File: src/rtl/key_debouncer.sv
// Four independent push-button channels: 2-flop synchroniser, debounce FSM,
// and an optional hold-to-repeat timer. All pulse outputs are registered.
module key_debouncer #(
    parameter int unsigned DEBOUNCE_CYCLES = 500000,
    parameter int unsigned HOLD_CYCLES     = 25000000,
    parameter int unsigned REPEAT_CYCLES   = 5000000,
    parameter bit          REPEAT_EN       = 1'b1
) (
    input  logic       CLOCK_50,
    input  logic       RESET,
    input  logic [3:0] KEY,
    output logic [3:0] PRESSED,
    output logic [3:0] PRESS_PULSE,
    output logic [3:0] RELEASE_PULSE,
    output logic [3:0] REPEAT_PULSE
);

    localparam int unsigned REP_MAX = (HOLD_CYCLES > REPEAT_CYCLES) ? HOLD_CYCLES : REPEAT_CYCLES;
    localparam int CNT_W = $clog2(DEBOUNCE_CYCLES + 1);
    localparam int REP_W = $clog2(REP_MAX + 1);

    localparam logic [CNT_W-1:0] DEB_LAST  = CNT_W'(DEBOUNCE_CYCLES);
    localparam logic [REP_W-1:0] HOLD_LAST = REP_W'(HOLD_CYCLES - 1);
    localparam logic [REP_W-1:0] RPT_LAST  = REP_W'(REPEAT_CYCLES - 1);
    localparam logic [REP_W-1:0] REP_TOP   = REP_W'(REP_MAX);

    typedef enum logic [1:0] {
        RELEASED,
        PRESS_PENDING,
        HELD,
        RELEASE_PENDING
    } state_e;

    logic [3:0] sync1_q;
    logic [3:0] sync2_q;

    // Synchronisers reset to 1 so an idle (high) key looks released immediately.
    // NOTE: sequential state always uses non-blocking (<=) so every flop samples pre-edge values.
    always_ff @(posedge CLOCK_50 or posedge RESET) begin
        if (RESET) begin
            sync1_q <= '1;
            sync2_q <= '1;
        end else begin
            sync1_q <= KEY;
            sync2_q <= sync1_q;
        end
    end

    for (genvar k = 0; k < 4; k++) begin : g_chan
        state_e           state_q;
        logic [CNT_W-1:0] deb_cnt_q;
        logic [REP_W-1:0] rep_cnt_q;
        logic             first_done_q;
        logic             pressed_q;
        logic             press_q;
        logic             release_q;
        logic             repeat_q;
        logic             key_up;
        logic             rep_fire;

        assign key_up   = sync2_q[k];
        assign rep_fire = first_done_q ? (rep_cnt_q == RPT_LAST) : (rep_cnt_q == HOLD_LAST);

        always_ff @(posedge CLOCK_50 or posedge RESET) begin
            if (RESET) begin
                state_q      <= RELEASED;
                deb_cnt_q    <= '0;
                rep_cnt_q    <= '0;
                first_done_q <= 1'b0;
                pressed_q    <= 1'b0;
                press_q      <= 1'b0;
                release_q    <= 1'b0;
                repeat_q     <= 1'b0;
            end else begin
                press_q   <= 1'b0;
                release_q <= 1'b0;
                repeat_q  <= 1'b0;

                // Repeat timer keeps running through a release glitch.
                if (state_q == HELD || state_q == RELEASE_PENDING) begin
                    repeat_q <= REPEAT_EN && rep_fire;
                    if (rep_fire) begin
                        rep_cnt_q    <= '0;
                        first_done_q <= 1'b1;
                    end else if (rep_cnt_q != REP_TOP) begin
                        rep_cnt_q <= rep_cnt_q + 1'b1;
                    end
                end

                case (state_q)
                    RELEASED: begin
                        if (!key_up) begin
                            state_q   <= PRESS_PENDING;
                            deb_cnt_q <= CNT_W'(1);
                        end
                    end
                    PRESS_PENDING: begin
                        if (key_up) begin
                            state_q   <= RELEASED;
                            deb_cnt_q <= '0;
                        end else if (deb_cnt_q == DEB_LAST) begin
                            state_q      <= HELD;
                            deb_cnt_q    <= '0;
                            pressed_q    <= 1'b1;
                            press_q      <= 1'b1;
                            rep_cnt_q    <= '0;
                            first_done_q <= 1'b0;
                        end else begin
                            deb_cnt_q <= deb_cnt_q + 1'b1;
                        end
                    end
                    HELD: begin
                        if (key_up) begin
                            state_q   <= RELEASE_PENDING;
                            deb_cnt_q <= CNT_W'(1);
                        end
                    end
                    RELEASE_PENDING: begin
                        if (!key_up) begin
                            state_q   <= HELD;
                            deb_cnt_q <= '0;
                        end else if (deb_cnt_q == DEB_LAST) begin
                            // No repeat on the cycle the key is finally let go.
                            state_q   <= RELEASED;
                            deb_cnt_q <= '0;
                            pressed_q <= 1'b0;
                            release_q <= 1'b1;
                            repeat_q  <= 1'b0;
                        end else begin
                            deb_cnt_q <= deb_cnt_q + 1'b1;
                        end
                    end
                    default: state_q <= RELEASED;
                endcase
            end
        end

        assign PRESSED[k]       = pressed_q;
        assign PRESS_PULSE[k]   = press_q;
        assign RELEASE_PULSE[k] = release_q;
        assign REPEAT_PULSE[k]  = repeat_q;
    end

endmodule

File: config.mk
export PLATFORM = sky130hd
export DESIGN_NAME = key_debouncer
export DESIGN_NICKNAME = d
export VERILOG_FILES = /design/src/rtl/key_debouncer.sv
export SDC_FILE = /design/constraint.sdc
export NUM_CORES = 1
export LEC_CHECK = 0
export BUFFER_PORTS_ARGS = -buffer_cell sky130_fd_sc_hd__buf_2
export CAP_MARGIN = 20
export CORE_ASPECT_RATIO = 0.5
export CORE_UTILIZATION = 60
export DETAILED_ROUTE_END_ITERATION = 6
export PLACE_DENSITY = 0.77
export SLEW_MARGIN = 0
export SYNTH_ARGS = -nofsm -noshare
export SYNTH_HDL_FRONTEND = slang
export SYNTH_SLANG_ARGS = --single-unit
File: constraint.sdc
create_clock -name CLOCK_50 -period 16.8 [get_ports CLOCK_50]
set_clock_uncertainty 0.1 [all_clocks]
set_input_delay 5.04 -clock CLOCK_50 [delete_from_list [all_inputs] [get_ports CLOCK_50]]
set_output_delay 5.04 -clock CLOCK_50 [all_outputs]
set_load 0.03 [all_outputs]
==> results.md, run 1 <==
- Critical path, cell by cell: buf_2
- Initial DRC count: between 400 and 500
- Reg-to-Reg Start: g_chan[2].deb_cnt_q[7]
- CP required: approximately 12000 ps
- Hold Vio Cnt, Final: 0
- I/O Buffers: 21
- GP Congestion: a little under 0.9
- DRT Pass-1 Iters: 5
- Syn_nets: 1233
- Post-route minimum period: 6200 ps
- Htree depth: 1
- Top_reg_cell synth: dfrtp_1
- CP Data Arrival Time: 1060 ps
- Register area share after synthesis: between 40% and 50%
- Final setup violation count: 0
- Num rows: 34
- Die Y: between 90 and 100 um
- Final Max Tran Viols: 0
- Largest area contributor in the netlist: dfrtp_1
- Clk buf depth: 3
- CTS sink cnt: around 210
- Post-route clock period utilization: a little under two fifths
- Post-Route WL: about 24 mm
- ANT cells: 0
- Share of layout cells above drive strength 1: roughly 7.7%
- GRT overflow: 0
- Root buffer cell: clkbuf_16
- Slowest cell on crit path: dfrtp_1
- CP max FO: 3
- Post-CTS sizing: 0
- Fin nets: approximately 1200
- Clk slew on worst S/H paths: ~60 ps
- Critical Path Source Type: register
- Flops & latches, synth: between 200 and 250
- Most frequent cells in the layout: dfrtp_1 (204), nor2_1 (140), nand2_1 (108)
- Leakage: around 0.0053 uW
- Relative slew slack: between 20 and 30%
- Peak Freq: roughly 0.16 GHz
- Crit Path Category: register to primary output
- Worst Path Buf+Inv: 1
- TritonCTS clock tree: yes
- Post-synth EDFFs: 0
- Setup TNS: 0 ps
- RSZ-0062 raised after global routing: false
- Post-synth top area share: between 40 and 50%
- Max incr delay on CP: roughly 380 ps
- Syn-to-layout area delta: 7.76%
- Worst Hold Launch: sync1_q[2]
- Vias in the first global route: approximately 9000
- Core area: 17900 um^2
- Chip width: 196 um
- Mean post-synth cell area: a little over 9 um^2
- Synth async-reset ratio: 100%
- CP Capture Type: primary output
- Yosys Warn Count: 0
- Routed vias/inst: around 6.3
- Worst-Skew Late Latency: approximately 510 ps
- Total power: between 1000 and 1500 uW
- CTS Buf Count: 20
- Initial Util: between 60% and 70%
- Vias: ~9200
- First-pass GRT wire length: roughly 42 mm
- P per Cell Area: around 90 nW/um^2
- Crit path max-delay family: flip-flops
- Synth top area cells: dfrtp_1 (45%), xor2_1 (5.2%), nor2_1 (4.7%)
- Dpl hpwl: ~15 mm
- Synth Instances: 1211
- I/O Pins: 22
- GR Util All Layers: approximately 26%
- Syn Std Cell Area: 11300 um^2
- Crit. Startpoint: g_chan[2].pressed_q
- Post-synth cell types: 65
- Worst vdd ir: 64.3 uV
- Die area: 19400 um^2
- Setup fix buffers added after clock tree synthesis: 0
- DR WL/cell: 16.3 um
- DRC Markers: 0
- Largest net degree at the start of global routing: 125
- Worst-Margin Slew: ~1000 ps
- Most common cell after layout, fill and taps aside: dfrtp_1
- Initial antenna violation count: 0
- Worst Hold Class: register to register
- Cts hold-fix bufs: 0
- Outcome: complete, no violations
- Max-Cap Viols: 0
- ANT nets after route: 0
## metrics by stage
step	instance area [um^2]	util (%)	hold WS (ps)	std cells	setup WS, ps
detailed placement	11500	64.2	252	1419	9700
floorplan	11300	-	245	1211	5880
finish	12100	68.0	260	1456	10600
global route	12100	68.0	266	1456	10350
global placement	11500	64.1	245	1418	9750
CTS	12100	67.8	262	1454	10250
## kinds of logic after synthesis
family          Yosys count  share of synthesized area, %
simple gates            579                          27.5
flops                   212                          47.2
compound gates          202                          11.4
buf+inv                  98                          3.99
xor+xnor                 95                          7.38
fa+ha+maj                16                          1.78
mux                       9                         0.799
## power by group
part	internal [uW]	total, uW	switching [uW]
clock network	258	455	197
logic	34.8	110	75.6
registers	528	551	23.3
## cell type report
| cell class | instances | area (um^2) |
|---|---|---|
| flip-flops and latches | 212 | 5320 |
| clock buffers | 30 | 589 |
| clock inverters | 5 | 50.0 |
| well taps | 234 | 293 |
| repair buffers | 32 | 214 |
| inverters | 42 | 165 |
| fillers | 1404 | 5720 |
| multi-input cells | 901 | 5520 |
## synthesized netlist by cell type, types with 4 or more instances
library cell	n
nor4_1	20
nand2_1	108
nand4bb_1	4
nor3_1	22
nand4_1	66
and2_1	7
o31ai_1	9
a41oi_1	6
clkbuf_1	30
dfstp_2	8
o211ai_1	12
a31oi_1	43
xnor2_1	28
nand2b_1	22
or2_2	4
or4_1	9
nand3_1	71
nor4b_1	11
a21oi_1	57
nand4b_1	6
a22o_1	7
and3_1	28
nor4bb_1	7
dfrtp_1	204
a21o_1	8
buf_4	17
o21ai_0	32
or3_1	11
nor2b_1	5
xor2_1	67
ha_1	16
and4_1	16
or4b_2	5
nor2_1	140
mux2i_1	9
buf_2	8
inv_1	42
## registers in the layout, summed over array words and instances (netlist names), named ones only
register,flops
g_chan.first_done_q,4
g_chan.press_q,4
g_chan.state_q,4
g_chan.pressed_q,4
g_chan.release_q,4
g_chan.repeat_q,4
g_chan.rep_cnt_q,100
g_chan.deb_cnt_q,76
sync1_q,4
sync2_q,4
## final timing paths
kind	end	slack (ps)	cells past startpoint
min in group asynchronous	g_chan[2].deb_cnt_q[15]	4560	2
hold reg to reg	sync2_q[2]	260	0
setup reg to reg	g_chan[2].rep_cnt_q[17]	13600	6
hold / removal	sync2_q[2]	260	0
setup / recovery	PRESSED[2]	10600	1
max in group asynchronous	sync1_q[3]	10630	4
## metal layers
layer,vias to the layer above,track usage (%),part of all wire (%)
met5,-,0,0
met4,0,6.13,1.6
met3,35,4.31,5.1
met2,248,43.8,49
met1,4503,35.0,44
li1,4380,-,-
Power figures use the tool's default switching activity.
==> run 2: changes to the inputs <==
==> constraint.sdc (replaced) <==
create_clock -name CLOCK_50 -period 6.4 [get_ports CLOCK_50]
set_clock_uncertainty 0.1 [all_clocks]
set_input_delay 1.92 -clock CLOCK_50 [delete_from_list [all_inputs] [get_ports CLOCK_50]]
set_output_delay 1.92 -clock CLOCK_50 [all_outputs]
set_load 0.03 [all_outputs]
==> results.md, run 2 (synthesis results as in run 1) <==
- Initial Util: between 60% and 70%
- DR WL/cell: about 16 um
- Critical path, cell by cell: buf_2
- Max incr delay on CP: 400 ps
- TritonCTS clock tree: yes
- Setup TNS: 0 ps
- Setup fix buffers added after clock tree synthesis: 0
- Critical Path Source Type: register
- Fin Hold WS: 255 ps
- Worst vdd ir: approximately 170 uV
- Post-route minimum period: 3100 ps
- I/O Buffers: 21
- Most common cell after layout, fill and taps aside: dfrtp_1
- Dpl hpwl: ~15 mm
- Die Y: roughly 100 um
- CP Capture Type: primary output
- FILL cells: 1415
- Final Max Tran Viols: 0
- Clk buf depth: 3
- Fin cells: around 1500
- Final core occ: around two thirds
- Num rows: 34
- Core area: 17900 um^2
- Crit Path Category: register to primary output
- GRT overflow: 0
- Slowest cell on crit path: dfrtp_1
- Fin nets: approximately 1200
- Initial antenna violation count: 0
- Htree depth: 1
- Vias in the first global route: between 8000 and 9000
- Chip width: just under 200 um
- Hold Vio Cnt, Final: 0
- ANT cells: 0
- Post-route clock period utilization: between 40% and 50%
- Placed instance count: about 1400
- Cts hold-fix bufs: 0
- Share of layout cells above drive strength 1: 7.60%
- Worst-Skew Late Latency: 510 ps
- Most frequent cells in the layout: dfrtp_1 (204), nor2_1 (140), nand2_1 (108)
- Crit path max-delay family: flip-flops
- GP Congestion: 0.868
- RSZ-0062 raised after global routing: false
- First-pass GRT wire length: ~40 mm
- Worst Hold Class: register to register
- Peak Freq: ~0.32 GHz
- Leakage: around 0.0053 uW
- CP required: 4380 ps
- Largest register by flop count: g_chan.rep_cnt_q
- Relative slew slack: 32.4%
- Final setup violation count: 0
- CTS sink cnt: 212
- Die area: 19400 um^2
- Syn-to-layout area delta: 7.69%
- Root buffer cell: clkbuf_16
- Routed vias/inst: slightly above 6
- ANT nets after route: 0
- Worst Path Buf+Inv: 1
- I/O Pins: 22
- Post-Route WL: approximately 23 mm
- Initial DRC count: approximately 430
- Max-Cap Viols: 0
- CP Data Arrival Time: between 1000 and 1500 ps
- Largest net degree at the start of global routing: between 100 and 150
- P per Cell Area: 238 nW/um^2
- Largest regs: g_chan.rep_cnt_q x100, g_chan.deb_cnt_q x76
- CP max FO: 3
- Vias: 9029
- GR Util All Layers: 24.5%
- Number of flip-flops in the largest register: 100
- CTS Buf Count: 20
- DRT Pass-1 Iters: 5
- Worst-Margin Slew: 1010 ps
- Outcome: complete, no violations
- Post-CTS sizing: 0
- DRC Markers: 0
- Clk slew on worst S/H paths: around 60 ps
run 2: changes by cell type in the layout (fill, tap and decap cells not counted):
cell,delta
buf_6,-1
buf_4,+1
inv_8,-1
bufinv_16,-1
clkinvlp_4,+1
clkinv_2,-2
clkdlybuf4s18_2,-1
clkinv_4,+1
clkbuf_8,+1
buf_12,+1
clkbuf_1,+2
run 2: metrics by stage:
stage	setup WS [ps]	power (uW)	cell area, um^2
floorplan	1630	1670	11300
global placement	2920	1740	11500
detailed placement	2910	1750	11500
CTS	3290	2910	12100
global route	3130	3000	12100
finish	3300	2890	12100
run 2: cell type report:
class | count | area (um^2) | area share [%]
multi-input cells | 901 | 5520 | 45.5
inverters | 42 | 161 | 1.33
flip-flops and latches | 212 | 5320 | 43.8
well taps | 234 | 293 | 2.41
clock inverters | 3 | 18.8 | 0.155
clock buffers | 33 | 611 | 5.03
repair buffers | 32 | 220 | 1.81
run 2: layer usage:
metal / track usage [%] / part of all wire [%]
met2: 40.0 / 46
met3: 3.39 / 3.7
met1: 34.2 / 48
met5: 0 / 0
met4: 7.51 / 2.0
run 2: path summary, 6_finish.rpt:
kind	slack, ps	depth (start not counted)	end	from
worst min register to register	250	0	sync2_q[2]	sync1_q[2]
worst min-delay path	250	0	sync2_q[2]	sync1_q[2]
min in group asynchronous	1380	2	g_chan[2].rep_cnt_q[17]	RESET
worst max register to register	3360	6	g_chan[2].rep_cnt_q[4]	g_chan[2].deb_cnt_q[7]
worst max-delay path	3300	1	PRESSED[2]	g_chan[2].pressed_q
max in group asynchronous	3560	4	g_chan[3].state_q[0]	RESET
run 2: power by group:
part           switching [uW]  internal (uW)
clock network             503            652
logic                     195           91.9
registers                57.5           1390
==> run 3: changes to the inputs <==
--- a/config.mk
+++ b/config.mk
@@ -8,9 +8,9 @@
 export BUFFER_PORTS_ARGS = -buffer_cell sky130_fd_sc_hd__buf_2
 export CAP_MARGIN = 20
 export CORE_ASPECT_RATIO = 0.5
-export CORE_UTILIZATION = 60
+export CORE_UTILIZATION = 57
 export DETAILED_ROUTE_END_ITERATION = 6
-export PLACE_DENSITY = 0.77
+export PLACE_DENSITY = 0.76
 export SLEW_MARGIN = 0
 export SYNTH_ARGS = -nofsm -noshare
 export SYNTH_HDL_FRONTEND = slang
==> constraint.sdc (replaced) <==
create_clock -name CLOCK_50 -period 2.75 [get_ports CLOCK_50]
set_clock_uncertainty 0.1 [all_clocks]
set_input_delay 0.825 -clock CLOCK_50 [delete_from_list [all_inputs] [get_ports CLOCK_50]]
set_output_delay 0.825 -clock CLOCK_50 [all_outputs]
set_load 0.03 [all_outputs]
==> results.md, run 3 (synthesis results as in run 1) <==
- I/O Pins: 22
- DR WL/cell: roughly 16 um
- Initial antenna violation count: 0
- Final core occ: between 60 and 70%
- Worst Hold Class: register to register
- Leakage: around 0.0054 uW
- Clk slew on worst S/H paths: roughly 60 ps
- Most common cell after layout, fill and taps aside: dfrtp_1
- CP max FO: 14
- Critical path, cell by cell: inv_1 > ha_1 > nor4b_1 > and4_1 > a21oi_1 > buf_4 > o21ai_0 > a31oi_1
- ANT nets after route: 0
- Number of flip-flops in the largest register: 100
- Worst vdd ir: 301 uV
- RSZ-0062 raised after global routing: false
- Initial DRC count: ~630
- Worst-Margin Slew: between 800 and 900 ps
- Final setup violation count: 0
- I/O Buffers: 21
- GRT overflow: 0
- Dpl hpwl: approximately 16 mm
- Share of layout cells above drive strength 1: slightly above 9%
- Crit. Startpoint: g_chan[3].deb_cnt_q[0]
- GP Congestion: 0.871
- DRT Pass-1 Iters: 5
- CP Data Arrival Time: about 2800 ps
- Vias: slightly above 9000
- Post-Route WL: approximately 23 mm
- Core area: ~19000 um^2
- Max incr delay on CP: 670 ps
- Max-Cap Viols: 0
- Fin nets: around 1200
- Reg2reg setup slack: approximately 260 ps
- Post-route clock period utilization: between 90% and 100%
- ANT cells: 0
- Cts hold-fix bufs: 0
- Relative slew slack: ~44%
- Routed vias/inst: 6.10
- Largest net degree at the start of global routing: 74
- Vias in the first global route: between 8000 and 9000
- Largest regs: g_chan.rep_cnt_q x100, g_chan.deb_cnt_q x76
- Chip width: between 200 and 250 um
- Reg-to-Reg Start: g_chan[3].deb_cnt_q[0]
- Die Y: between 100 and 150 um
- Post-route minimum period: 2490 ps
- Critical Path Source Type: register
- Outcome: complete, no violations
- Total power: between 6000 and 7000 uW
- Hold Vio Cnt, Final: 0
- First-pass GRT wire length: about 41 mm
- Fin cells: around 1500
- R2R depth: 8
- CP required: around 3100 ps
- Num rows: 35
- Die area: between 20000 and 25000 um^2
- Hold Path Cell Cnt: 0
- Post-CTS sizing: 0
- Crit Path Category: register to register
- Setup TNS: 0 ps
- Syn-to-layout area delta: 9.66%
- Final Max Tran Viols: 0
- Setup fix buffers added after clock tree synthesis: 0
- FILL cells: about 1500
- Largest register by flop count: g_chan.rep_cnt_q
- DRC Markers: 0
- Setup crit end: g_chan[3].deb_cnt_q[6]
- Htree depth: 1
- Slowest cell on crit path: a21oi_1
- CP Capture Type: register
- Peak Freq: 0.402 GHz
- CTS sink cnt: 212
- CTS Buf Count: 20
- Fin Hold WS: 256 ps
- P per Cell Area: between 500 and 600 nW/um^2
- TritonCTS clock tree: yes
- Reg-to-reg endpoint: g_chan[3].deb_cnt_q[6]
- Worst-Skew Late Latency: 510 ps
- Initial Util: 59.7%
- Clk buf depth: 3
- Placed instance count: 1460
- Most frequent cells in the layout: dfrtp_1 (204), nor2_1 (140), nand2_1 (108)
- Root buffer cell: clkbuf_16
- GR Util All Layers: around a quarter
run 3: cell count changes in the layout (fill, tap and decap cells not counted), sizes merged:
cell,previous run,this run
clkinvlp,1,3
bufinv,0,2
clkbuf,33,29
buf,32,46
run 3: worst min path at each step:
stage | to | slack [ps] | startpoint
2_1_floorplan | sync2_q[0] | 250 | sync1_q[0]
3_3_place_gp | sync2_q[1] | 250 | sync1_q[1]
3_5_place_dp | sync2_q[2] | 250 | sync1_q[2]
4_1_cts | sync2_q[2] | 260 | sync1_q[2]
5_1_grt | sync2_q[2] | 260 | sync1_q[2]
6_report | sync2_q[2] | 260 | sync1_q[2]
run 3: per-stage QoR:
step / area (um^2) / worst slack (ps)
2_1_floorplan: 11300 / -925
5_1_grt: 12400 / 34.4
6_report: 12400 / 260
4_1_cts: 12400 / 276
3_5_place_dp: 11600 / 287
3_3_place_gp: 11600 / 363
run 3: worst max-delay path: cells and delay by family, from the launching register on:
| family | cells | cell delay (ps) |
|---|---|---|
| AOI/OAI and AO/OA | 3 | 950 |
| buffers and inverters | 2 | 410 |
| DFF | 1 | 390 |
| and+or+nand+nor | 2 | 380 |
| adders and majority gates | 1 | 190 |
run 3: metal layers:
metal / global-route usage [%] / part of all wire (%)
met1: 33.0 / 47
met2: 40.6 / 47
met3: 4.34 / 4.4
met4: 5.23 / 1.2
met5: 0 / 0
run 3: cell type report:
class                      count  area (um^2)  share of cell area, %
multi-input combinational    901         5520                   44.7
timing repair buffer          46          330                   2.67
inverter                      42          161                   1.31
clock buffer                  29          616                   4.98
sequential                   212         5320                   43.0
tap                          259          324                   2.62
clock inverter                 7         93.8                  0.759
run 3: report_power, final:
part / switching, uW / internal [uW] / leakage (uW) / total, uW
combinational: 453 / 222 / 0.00218 / 675
clock: 1210 / 1750 / 0.000345 / 2960
sequential: 136 / 3220 / 0.00291 / 3360
